**config.mk**
```make
export PLATFORM = sky130hd
export DESIGN_NAME = wb_multi
export DESIGN_NICKNAME = d
export VERILOG_FILES = /design/src/rtl/wb_multi.sv
export SDC_FILE = /design/constraint.sdc
export NUM_CORES = 1
export LEC_CHECK = 0
export ABC_CLOCK_PERIOD_IN_PS = 5800
export CAP_MARGIN = 20
export CORE_AREA = 2 2 397 399
export DETAILED_ROUTE_END_ITERATION = 16
export DIE_AREA = 0 0 399 401
export GPL_ROUTABILITY_DRIVEN = 1
export PLACE_DENSITY_LB_ADDON = 0.1
export RECOVER_POWER = 50
export SYNTH_ARGS = -nofsm -noshare
export SYNTH_HDL_FRONTEND = slang
export SYNTH_SLANG_ARGS = --single-unit
export TNS_END_PERCENT = 5
```
**constraint.sdc**
```tcl
create_clock -name clock -period 5.8 [get_ports clock]
set_clock_uncertainty 0.2 [all_clocks]
set_input_delay 1.16 -clock clock [delete_from_list [all_inputs] [get_ports clock]]
set_output_delay 1.16 -clock clock [all_outputs]
set_load 0.01 [all_outputs]
```
**src/rtl/wb_multi.sv**
```systemverilog
// Multi-lane writeback stage: resolves per-bundle exception priority and regfile write conflicts.
// Optional WB_TRAP_DISPLAY_EN prints the trap verdict and ends simulation on breakpoint halt.
module wb_multi #(
   parameter int unsigned XLEN  = 64,
   parameter int unsigned LANES = 2,
   parameter int unsigned CNT_W = 64
) (
   input  logic                  clock,
   input  logic                  reset,
   input  logic                  in_valid,
   output logic                  in_ready,
   input  logic [LANES-1:0]      lane_valid_i,
   input  logic [LANES-1:0]      wen_i,
   input  logic [5*LANES-1:0]    rd_i,
   input  logic [XLEN*LANES-1:0] wdata_i,
   input  logic [XLEN*LANES-1:0] pc_i,
   input  logic [LANES-1:0]      exception_i,
   input  logic [XLEN*LANES-1:0] mcause_i,
   input  logic                  csr_wen_i,
   input  logic [11:0]           csr_addr_i,
   input  logic [XLEN-1:0]       csr_wdata_i,
   input  logic [XLEN-1:0]       a0_i,
   output logic [LANES-1:0]      wen_o,
   output logic [5*LANES-1:0]    rd_o,
   output logic [XLEN*LANES-1:0] wdata_o,
   output logic                  csr_wen_o,
   output logic [11:0]           csr_addr_o,
   output logic [XLEN-1:0]       csr_wdata_o,
   output logic                  exception_o,
   output logic [XLEN-1:0]       mcause_o,
   output logic [XLEN-1:0]       epc_o,
   output logic [CNT_W-1:0]      retired_o,
   output logic                  halt_o,
   output logic [XLEN-1:0]       exit_code_o
);

   localparam logic [XLEN-1:0] Breakpoint = XLEN'(3);

   typedef enum logic [1:0] {StRun, StFlush, StHalt} state_e;

   state_e                state_q, state_d;
   logic [LANES-1:0]      wen_q, wen_d;
   logic [5*LANES-1:0]    rd_q, rd_d;
   logic [XLEN*LANES-1:0] wdata_q, wdata_d;
   logic                  csr_wen_q, csr_wen_d;
   logic [11:0]           csr_addr_q, csr_addr_d;
   logic [XLEN-1:0]       csr_wdata_q, csr_wdata_d;
   logic                  exc_q, exc_d;
   logic [XLEN-1:0]       mcause_q, mcause_d;
   logic [XLEN-1:0]       epc_q, epc_d;
   logic [CNT_W-1:0]      retired_q, retired_d;
   logic                  halt_q, halt_d;
   logic [XLEN-1:0]       exit_q, exit_d;

   logic                  accept;
   logic [LANES-1:0]      commit;
   logic [LANES-1:0]      wen_calc;
   logic                  exc_any;
   logic [XLEN-1:0]       win_cause;
   logic [XLEN-1:0]       win_pc;
   logic [CNT_W-1:0]      n_commit;

   assign in_ready = (state_q == StRun);
   assign accept   = in_valid & in_ready;

   // Oldest excepting valid lane wins; only older valid lanes commit.
   always_comb begin
      commit    = '0;
      exc_any   = 1'b0;
      win_cause = '0;
      win_pc    = '0;
      for (int unsigned k = 0; k < LANES; k++) begin
         if (lane_valid_i[k] && !exc_any) begin
            if (exception_i[k]) begin
               exc_any   = 1'b1;
               win_cause = mcause_i[k*XLEN +: XLEN];
               win_pc    = pc_i[k*XLEN +: XLEN];
            end else begin
               commit[k] = 1'b1;
            end
         end
      end
   end

   // Younger committed writer to the same rd suppresses the older one.
   always_comb begin
      wen_calc = '0;
      n_commit = '0;
      for (int unsigned k = 0; k < LANES; k++) begin
         n_commit    = n_commit + CNT_W'(commit[k]);
         wen_calc[k] = wen_i[k] & commit[k] & (rd_i[5*k +: 5] != 5'd0);
         for (int unsigned j = k + 1; j < LANES; j++) begin
            if (commit[j] && wen_i[j] && (rd_i[5*j +: 5] == rd_i[5*k +: 5])) begin
               wen_calc[k] = 1'b0;
            end
         end
      end
   end

   always_comb begin
      state_d     = state_q;
      wen_d       = '0;
      rd_d        = rd_q;
      wdata_d     = wdata_q;
      csr_wen_d   = 1'b0;
      csr_addr_d  = csr_addr_q;
      csr_wdata_d = csr_wdata_q;
      exc_d       = 1'b0;
      mcause_d    = mcause_q;
      epc_d       = epc_q;
      retired_d   = retired_q;
      halt_d      = halt_q;
      exit_d      = exit_q;
      case (state_q)
         StRun: begin
            if (accept) begin
               wen_d       = wen_calc;
               rd_d        = rd_i;
               wdata_d     = wdata_i;
               csr_wen_d   = csr_wen_i & commit[0];
               csr_addr_d  = csr_addr_i;
               csr_wdata_d = csr_wdata_i;
               retired_d   = retired_q + n_commit;
               if (exc_any) begin
                  exc_d    = 1'b1;
                  mcause_d = win_cause;
                  epc_d    = win_pc;
                  if (win_cause == Breakpoint) begin
                     state_d = StHalt;
                     halt_d  = 1'b1;
                     exit_d  = a0_i;
                  end else begin
                     state_d = StFlush;
                  end
               end
            end
         end
         StFlush: state_d = StRun;
         StHalt:  state_d = StHalt;
         default: state_d = StRun;
      endcase
   end

   always_ff @(posedge clock or negedge reset) begin
      if (!reset) begin
         state_q     <= StRun;
         wen_q       <= '0;
         rd_q        <= '0;
         wdata_q     <= '0;
         csr_wen_q   <= 1'b0;
         csr_addr_q  <= '0;
         csr_wdata_q <= '0;
         exc_q       <= 1'b0;
         mcause_q    <= '0;
         epc_q       <= '0;
         retired_q   <= '0;
         halt_q      <= 1'b0;
         exit_q      <= '0;
      end else begin
         state_q     <= state_d;
         wen_q       <= wen_d;
         rd_q        <= rd_d;
         wdata_q     <= wdata_d;
         csr_wen_q   <= csr_wen_d;
         csr_addr_q  <= csr_addr_d;
         csr_wdata_q <= csr_wdata_d;
         exc_q       <= exc_d;
         mcause_q    <= mcause_d;
         epc_q       <= epc_d;
         retired_q   <= retired_d;
         halt_q      <= halt_d;
         exit_q      <= exit_d;
      end
   end

`ifdef WB_TRAP_DISPLAY_EN
   always_ff @(posedge clock) begin
      if (reset && halt_d && !halt_q) begin
         if (exit_d == '0) begin
            $display("good trap: pc=%h exit=%h", epc_d, exit_d);
         end else begin
            $display("bad trap: pc=%h exit=%h", epc_d, exit_d);
         end
         $finish;
      end
   end
`else
   // Synthesisable build: halt is signalled through halt_o only.
`endif

   assign wen_o       = wen_q;
   assign rd_o        = rd_q;
   assign wdata_o     = wdata_q;
   assign csr_wen_o   = csr_wen_q;
   assign csr_addr_o  = csr_addr_q;
   assign csr_wdata_o = csr_wdata_q;
   assign exception_o = exc_q;
   assign mcause_o    = mcause_q;
   assign epc_o       = epc_q;
   assign retired_o   = retired_q;
   assign halt_o      = halt_q;
   assign exit_code_o = exit_q;

endmodule
```
# After elaboration in Yosys (flattened, before gate mapping)

Index checks and enable logic that the tools add are counted.
W data, S select, Z words.

Bits of input ports: 544
Word-level logic and storage cells: 65
Register bits: 477
Output and inout port bits: 476

Bitwise gates (word level): 6
Add/subtract/negate cells: 2
Reduce and logical (&&, ||, !) cells: 11
Eq/ne operators: 5
Multiplexer cells: 28

Operators with widths:

| cell                  | number |
|---|---|
| $mux W64              | 8 |
| $add A64 B2 Y64       | 1 |
| $eq A64 B2 Y1 const B | 1 |
| $mux W1               | 14 |
| $mux W2               | 5 |
| $reduce_bool A5 Y1    | 2 |
| $and A1 B1 Y1         | 6 |
| $eq A5 B5 Y1          | 1 |
| $ne A2 B1 Y1 const B  | 2 |
| $pmux W2 S2           | 1 |
| $reduce_and A2 Y1     | 2 |
| $reduce_and A4 Y1     | 1 |
| $logic_and A1 B1 Y1   | 3 |
| $reduce_and A3 Y1     | 1 |
| $add A1 B1 Y2         | 1 |
| $eq A2 B2 Y1 const B  | 1 |
| $logic_not A2 Y1      | 1 |
| $logic_not A1 Y1      | 1 |

# Logic depth before layout (Yosys ltp)

Gate-level depths: netlist of run 1.

Depth in word-level cells: 10
Depth in mapped cells: 11

# Worst setup path before layout of run 1

OpenSTA, ideal clock, no wires.

Path kind: in2reg
Start: input port exception_i[0]
End: register retired_q[62], in the netlist retired_o[62]
Slack: 2.232 ns
Stages on the path: 11
Library setup time: 0.125 ns
Arrival: 3.243 ns
Required time: 5.475 ns
Cell sequence: nand2_1 > and3b_1 > fa_1 > ha_1 > nand4bb_1 > nor4_2 > nand2_1 > or2_1 > buf_2 > nand2b_1 > xnor2_1

Longest elaborated chain between the ends: 7

Ends and longest elaborated chain:

| element                | RTL line | source |
|---|---|---|
| start: declaration     | 17       | `input logic [LANES-1:0] exception_i,` |
| $mux W1                | 74       | `if (exception_i[k]) begin` |
| $mux W1                | 73       | `if (lane_valid_i[k] && !exc_any) begin` |
| $logic_not A1 Y1       | 73       |  |
| $logic_and A1 B1 Y1    | 73       |  |
| $mux W1                | 73       |  |
| $add A1 B1 Y2 *        | 90       | `n_commit = n_commit + CNT_W'(commit[k]);` |
| $add A64 B2 Y64 *      | 123      | `retired_d = retired_q + n_commit;` |
| end signal: assignment | 170      | `retired_q <= retired_d;` |
| end: declaration       | 51       | `logic [CNT_W-1:0] retired_q, retired_d;` |

Mark *: on every way between the ends. The rest lies on a longest branch, timed or not.
A chain may end at the register's enable or synchronous reset.

# Final worst setup path of run 1

Start: input port in_valid
End: register retired_q[57], in the netlist retired_o[57]

Longest elaborated chain between the ends: 2

Ends and longest elaborated chain:

| element                            | RTL line | source |
|---|---|---|
| start: declaration                 | 10       | `input logic in_valid,` |
| $and A1 B1 Y1                      | 64       | `assign accept = in_valid & in_ready;` |
| $reduce_and A2 Y1 (no source line) | n/a      |  |

Every way passes these cells.

==> results.json, run 1 <==
{
  "rows": 145,
  "dieWidth_um": 399,
  "dpl_cell_area_sq_um": 31880,
  "period_share_pct": 73.70,
  "die-area_sq_um": 160000,
  "critPathMaxFanout": 37,
  "ys_warn_count": 0,
  "crit_required_ps": 6120,
  "fin_nets": 3502,
  "cts.path.max_buffers": 3,
  "reg2reg_to": "retired_o[57]$_DFFE_PN0P_",
  "hold_depth": 2,
  "start_util_pct": 12.33,
  "slew_viol_final": 262,
  "synth_adder_area_share_pct": 0.1695,
  "fillers": 17130,
  "dr.pass1.iters": 4,
  "synth_top_family_by_area": "simple AND/OR/NAND/NOR gates",
  "seqCellArea_sq_um": 11940,
  "run_status": "finished, violations left",
  "htree_levels": 3,
  "grt_pass1_wl_mm": 153.3,
  "syn-num-nets": 2500,
  "finalPower_mw": 10.36,
  "violations": "max-capacitance violations, max-slew violations",
  "clkSinkCount": 477,
  "synth_edf_count": 0,
  "met2_length_mm": 56.34,
  "vias_per_cell": 3.560,
  "synthSimpleGateAreaFrac_pct": 20.58,
  "slew-limit-headroom_pct": -73.99,
  "cts_root_buf": "clkbuf_16",
  "ant_nets": 0,
  "syn_inst": 1954,
  "grt_pass1_vias": 19080,
  "grt_use_total_pct": 13.48,
  "utilization_pct": 21.87,
  "vias": 18070,
  "ys_ff_latch": 477,
  "yosysTopAreaCellShare_pct": 62.19,
  "clkTransAtPathRegs_ps": 50,
  "area_delta_synth_final_pct": 77.38,
  "holdPathEnd": "wdata_o[91]$_DFFE_PN0P_",
  "endpoint_kind": "flip-flop",
  "io_pins": 1020,
  "synth_cell_types": 43,
  "tns_ps": 0,
  "hold_viol": 0,
  "multiInputGateArea_sq_um": 6779,
  "cts_made_buffers": 68,
  "route.met3.wl_mm": 9.496,
  "drc": 0,
  "syn_avg_cell_area_sq_um": 9.822,
  "synth-compound-area-share_pct": 7.693,
  "cp-start-kind": "input port",
  "finalCriticalPeriod_ps": 4275,
  "r2r-start": "state_q[1]$_DFFE_PN0P_",
  "wl_met1_mm": 42.54,
  "grt_max_degree": 145,
  "top_layer_used": "met5",
  "routedWlPerCell_um": 21.95,
  "antenna_found_initial": 28,
  "routed_wl_mm": 111.4,
  "synth.most_common_cell": "nand2_1",
  "ys_seq_area_share_pct": 62.19,
  "gp_congestion": 0.8061,
  "crit_type": "input port to flip-flop",
  "tightest_slew_ps": 2610,
  "cts_tree": "built",
  "synth_area_leaders": "dfrtp_1 (62%), nand2_1 (13%), o22ai_1 (4.2%)",
  "setup_viol": 0,
  "synthMuxAreaShare_pct": 3.755,
  "layout-drive-gt1-share_pct": 4.798,
  "die_height_um": 401,
  "dpl.hpwl_mm": 85.10,
  "yosysTopAreaCell": "dfrtp_1",
  "holdBufCountCts": 0,
  "clk_latency_ps": 670,
  "overflow": 0,
  "cp.arrival_ps": 4590,
  "peakVddDrop_mv": 0.1970,
  "hp-start": "wdata_o[91]$_DFFE_PN0P_",
  "cellLeakagePower_nw": 14.64,
  "coreArea_sq_um": 155700,
  "hp-class": "flip-flop to flip-flop",
  "drv_cap": 6,
  "synth-async-reset-ratio_pct": 100.0,
  "drtIter0Drc": 678,
  "synth_area_sq_um": 19190,
  "post_cts_resized": 0,
  "max_freq_mhz": 233.9,
  "ff2ff_setup_slack_ps": 2260,
  "post-cts-setup-buffer-count": 0,
  "rr_worst_depth": 7,
  "synthXorXnorAreaFrac_pct": 3.058,
  "io_buffer_count": 1019,
  "grt_setup_unrepaired": "no",
  "postLayoutCellArea_sq_um": 34040,
  "synthTopCellsByCount": "nand2_1 (682), dfrtp_1 (477), nor2_1 (152)",
  "powerDensity_nw_per_um2": 304.2,
  "ys.flop_type": "dfrtp_1"
}
cells in the final DEF, fill, tap and decap left out, types with 2 or more instances in the layout:
master / synthesis / layout
clkbuf_2: 0 / 2
clkinv_2: 0 / 6
a21oi_1: 129 / 129
nand2_1: 682 / 681
nor3_2: 3 / 2
mux2_2: 10 / 10
o22ai_1: 128 / 128
inv_1: 8 / 7
xor2_1: 18 / 18
and3_1: 5 / 5
and2_1: 3 / 2
clkdlybuf4s50_1: 0 / 842
nor4_1: 31 / 32
mux2_1: 54 / 54
nor2_1: 152 / 152
buf_12: 0 / 9
clkinv_4: 0 / 2
inv_16: 0 / 3
clkbuf_16: 0 / 69
dfrtp_1: 477 / 477
nand3_1: 23 / 22
nand4_1: 25 / 25
clkbuf_1: 99 / 25
diode_2: 0 / 17
and4_1: 7 / 7
or2_1: 2 / 2
nor3_1: 11 / 11
nand2b_1: 2 / 2
clkinv_16: 0 / 3
dlygate4sd3_1: 0 / 176
xnor2_1: 49 / 49
clkbuf_8: 0 / 15
nand2_2: 2 / 2
buf_4: 6 / 9
worst max path at each step:
stage	from	endpoint	slack, ps
finish	in_valid	retired_o[57]$_DFFE_PN0P_	1530
floorplan	exception_i[0]	retired_o[62]$_DFFE_PN0P_	2230
global route	reset	exit_code_o[25]$_DFFE_PN0P_	870
CTS	mcause_i[85]	exit_code_o[11]$_DFFE_PN0P_	1780
detailed placement	mcause_i[85]	exit_code_o[11]$_DFFE_PN0P_	1070
global placement	mcause_i[74]	exit_code_o[6]$_DFFE_PN0P_	790
sequential cells by signal, indices dropped and copies added, names as in the netlist:
| name | flops |
|---|---|
| wdata_o | 128 |
| epc_o | 64 |
| exception_o | 1 |
| rd_o | 10 |
| halt_o | 1 |
| retired_o | 64 |
| state_q | 2 |
| wen_o | 2 |
| mcause_o | 64 |
| csr_addr_o | 12 |
| csr_wen_o | 1 |
| csr_wdata_o | 64 |
| exit_code_o | 64 |
metrics by stage:
| step | std cells | hold slack (ps) | worst slack [ps] |
|---|---|---|---|
| floorplan | 1954 | 304.1 | 2232 |
| global placement | 4943 | 247.8 | 790.0 |
| detailed placement | 4944 | 259.3 | 1065 |
| CTS | 5059 | 270.8 | 1777 |
| global route | 5070 | 281.0 | 874.6 |
| finish | 5076 | 265.3 | 1525 |
area by class of cell:
cell class                 instances  area share, %
sequential                       477          35.06
timing repair buffer            1047          30.79
multi-input combinational       1354          19.91
tap                             2058          7.564
clock buffer                     101          5.866
clock inverter                    14         0.5807
antenna                           17         0.1250
inverter                           8        0.09556
per-layer routing:
metal	track usage, %	up-vias
li1	-	8554
met1	14.82	8719
met5	0	-
met3	5.071	138
met4	5.013	18
met2	23.42	644
where the power goes:
| group | switching, mW | leakage (nW) | internal, mW |
|---|---|---|---|
| clock | 1.78 | 1.07 | 2.41 |
| combinational | 1.10 | 7.69 | 1.13 |
| sequential | 0.224 | 5.87 | 3.71 |
worst max-delay path, cell delays in order:
cell and delay (ps):
dlygate4sd3_1 710, or3b_1 1040, nor4_1 530, clkbuf_1 350, nand2_2 210, nor2_4 270, nand4_1 160, xnor2_1 140
kinds of logic after synthesis:
group                      after synthesis
AOI/OAI and AO/OA                      261
and+or+nand+nor                        960
adders and majority gates                2
DFF                                    477
xor gates and xnor gates                67
buffers and inverters                  123
muxes                                   64
No activity file was read; power rests on OpenSTA's default activity.
==> inputs of run 2 (changes only) <==
--- a/config.mk
+++ b/config.mk
@@ -5,11 +5,11 @@
 export SDC_FILE = /design/constraint.sdc
 export NUM_CORES = 1
 export LEC_CHECK = 0
-export ABC_CLOCK_PERIOD_IN_PS = 5800
+export ABC_CLOCK_PERIOD_IN_PS = 4210
 export CAP_MARGIN = 20
-export CORE_AREA = 2 2 397 399
+export CORE_AREA = 2 2 399 401
 export DETAILED_ROUTE_END_ITERATION = 16
-export DIE_AREA = 0 0 399 401
+export DIE_AREA = 0 0 401 403
 export GPL_ROUTABILITY_DRIVEN = 1
 export PLACE_DENSITY_LB_ADDON = 0.1
 export RECOVER_POWER = 50
==> constraint.sdc (replaced) <==
create_clock -name clock -period 4.21 [get_ports clock]
set_clock_uncertainty 0.2 [all_clocks]
set_input_delay 0.842 -clock clock [delete_from_list [all_inputs] [get_ports clock]]
set_output_delay 0.842 -clock clock [all_outputs]
set_load 0.01 [all_outputs]
==> results.json, run 2 (synthesized netlist as in run 1, its figures left out) <==
{
  "crit_type": "input port to flip-flop",
  "slew-limit-headroom_pct": -29.33,
  "hold_viol": 0,
  "post_cts_resized": 0,
  "slowest_stage": "clkbuf_1",
  "area_delta_synth_final_pct": 79.29,
  "cp-start-kind": "input port",
  "clkSinkCount": 477,
  "gp_congestion": 0.8330,
  "grt_max_degree": 134,
  "overflow": 0,
  "grt_pass1_vias": 19770,
  "critPathMaxFanout": 49,
  "cts.path.max_buffers": 3,
  "die-area_sq_um": 161600,
  "drc": 0,
  "powerDensity_nw_per_um2": 425.8,
  "largest_register_ffs": 128,
  "dr.pass1.iters": 5,
  "io_pins": 1020,
  "fillers": 17340,
  "max_freq_mhz": 271.6,
  "antenna_found_initial": 26,
  "vias_per_cell": 3.574,
  "clk_latency_ps": 650,
  "hp-class": "flip-flop to flip-flop",
  "crit_required_ps": 4590,
  "cts_made_buffers": 72,
  "die_height_um": 403,
  "routedWlPerCell_um": 21.79,
  "layout_commonest_cell": "clkdlybuf4s50_1",
  "cts_root_buf": "clkbuf_16",
  "endpoint_kind": "flip-flop",
  "coreArea_sq_um": 157500,
  "grt_setup_unrepaired": "no",
  "stdcell_count": 5123,
  "io_buffer_count": 1019,
  "cellLeakagePower_nw": 14.74,
  "tns_ps": 0,
  "drv_cap": 4,
  "grt_use_total_pct": 13.48,
  "drtIter0Drc": 745,
  "setup_viol": 0,
  "finalPower_mw": 14.65,
  "slew_viol_final": 221,
  "fin_nets": 3542,
  "cts_tree": "built",
  "grt_pass1_wl_mm": 156.5,
  "start_util_pct": 12.19,
  "peakVddDrop_mv": 0.2663,
  "routed_wl_mm": 111.6,
  "finalCriticalPeriod_ps": 3682,
  "ant_nets": 0,
  "cp_top_family": "buffers and inverters",
  "tightest_slew_ps": 1940,
  "run_status": "finished, violations left",
  "dpl_cell_area_sq_um": 32220,
  "cp.arrival_ps": 4060,
  "holdWs_ps": 266.9,
  "dpl.hpwl_mm": 86.28,
  "critical_path.max_stage_delay_ps": 1050,
  "period_share_pct": 87.47,
  "clkTransAtPathRegs_ps": 60,
  "layout-drive-gt1-share_pct": 5.803,
  "layout_common_cells": "clkdlybuf4s50_1 (953), nand2_1 (682), dfrtp_1 (477)",
  "timing.critical_path.buf_inv": 3,
  "violations": "max-capacitance violations, max-slew violations",
  "postLayoutCellArea_sq_um": 34410,
  "htree_levels": 3,
  "vias": 18310,
  "dp.cells": 4993,
  "worstPathCellList": "dlygate4sd3_1 -> and2_4 -> clkbuf_4 -> clkbuf_1 -> nand4_1 -> a31oi_1",
  "rows": 146,
  "dieWidth_um": 401
}
run 2: cell types whose count changed in the layout (fill, tap and decap cells not counted), sizes merged, moves of 3 or more:
cell,previous run,this run
clkdlybuf4s50,842,953
clkinv,11,14
diode,17,1
clkbuf,111,133
dlygate4sd3,176,66
buf,19,39
bufinv,0,3
run 2: area by class of cell:
class | instances | area, sq um | area share [%]
clock buffer | 108 | 2098 | 6.098
antenna | 1 | 2.502 | 0.007272
tap | 2072 | 2592 | 7.534
clock inverter | 20 | 250.2 | 0.7272
inverter | 8 | 32.53 | 0.09454
multi-input combinational | 1354 | 6777 | 19.69
timing repair buffer | 1083 | 10720 | 31.16
sequential | 477 | 11940 | 34.69
run 2: metal layers:
metal	vias to the layer above	share of wire, %	global-route usage [%]
li1	8617	-	-
met1	8894	38	14.80
met2	629	51	24.01
met3	145	8.6	5.274
met4	26	2.0	3.661
met5	-	0.15	0
run 2: repair_timing:
item,CTS,global route
endpoints found under the hold margin,14,0
setup buffers,0,0
setup endpoints to repair,0,0
hold buffers,1,0
run 2: per-stage QoR:
step           setup slack (ps)  utilization [%]
3_3_place_gp              146.6            20.46
3_5_place_dp              101.0            20.46
6_report                  527.7            21.85
5_1_grt                   351.8            21.85
4_1_cts                   834.6            21.96
2_1_floorplan             960.1                -
run 2: worst paths after layout:
kind	start	to	slack (ps)	cells after the start
max in group asynchronous	reset	epc_o[49]$_DFFE_PN0P_	1100	3
max reg2reg	state_q[0]$_DFFE_PN0P_	wen_o[0]$_DFF_PN0_	980	6
max	in_valid	wen_o[0]$_DFF_PN0_	530	6
min in group asynchronous	reset	exit_code_o[18]$_DFFE_PN0P_	580	2
min reg2reg	csr_wdata_o[63]$_DFFE_PN0P_	csr_wdata_o[63]$_DFFE_PN0P_	270	2
min	csr_wdata_o[63]$_DFFE_PN0P_	csr_wdata_o[63]$_DFFE_PN0P_	270	2
run 2: worst register-to-register path, stage by stage (launching register included):
cell and delay (ps):
dfrtp_1 420, nor2_1 160, and2_4 220, clkbuf_4 650, clkbuf_1 1050, nand4_1 260
a31oi_1 200
run 2: where the power goes:
group          total (mW)  switching, mW  internal, mW
Sequential           5.43          0.318          5.11
Clock                6.08           2.44          3.64
Combinational        3.14           1.53          1.61
Total                14.7           4.28          10.4
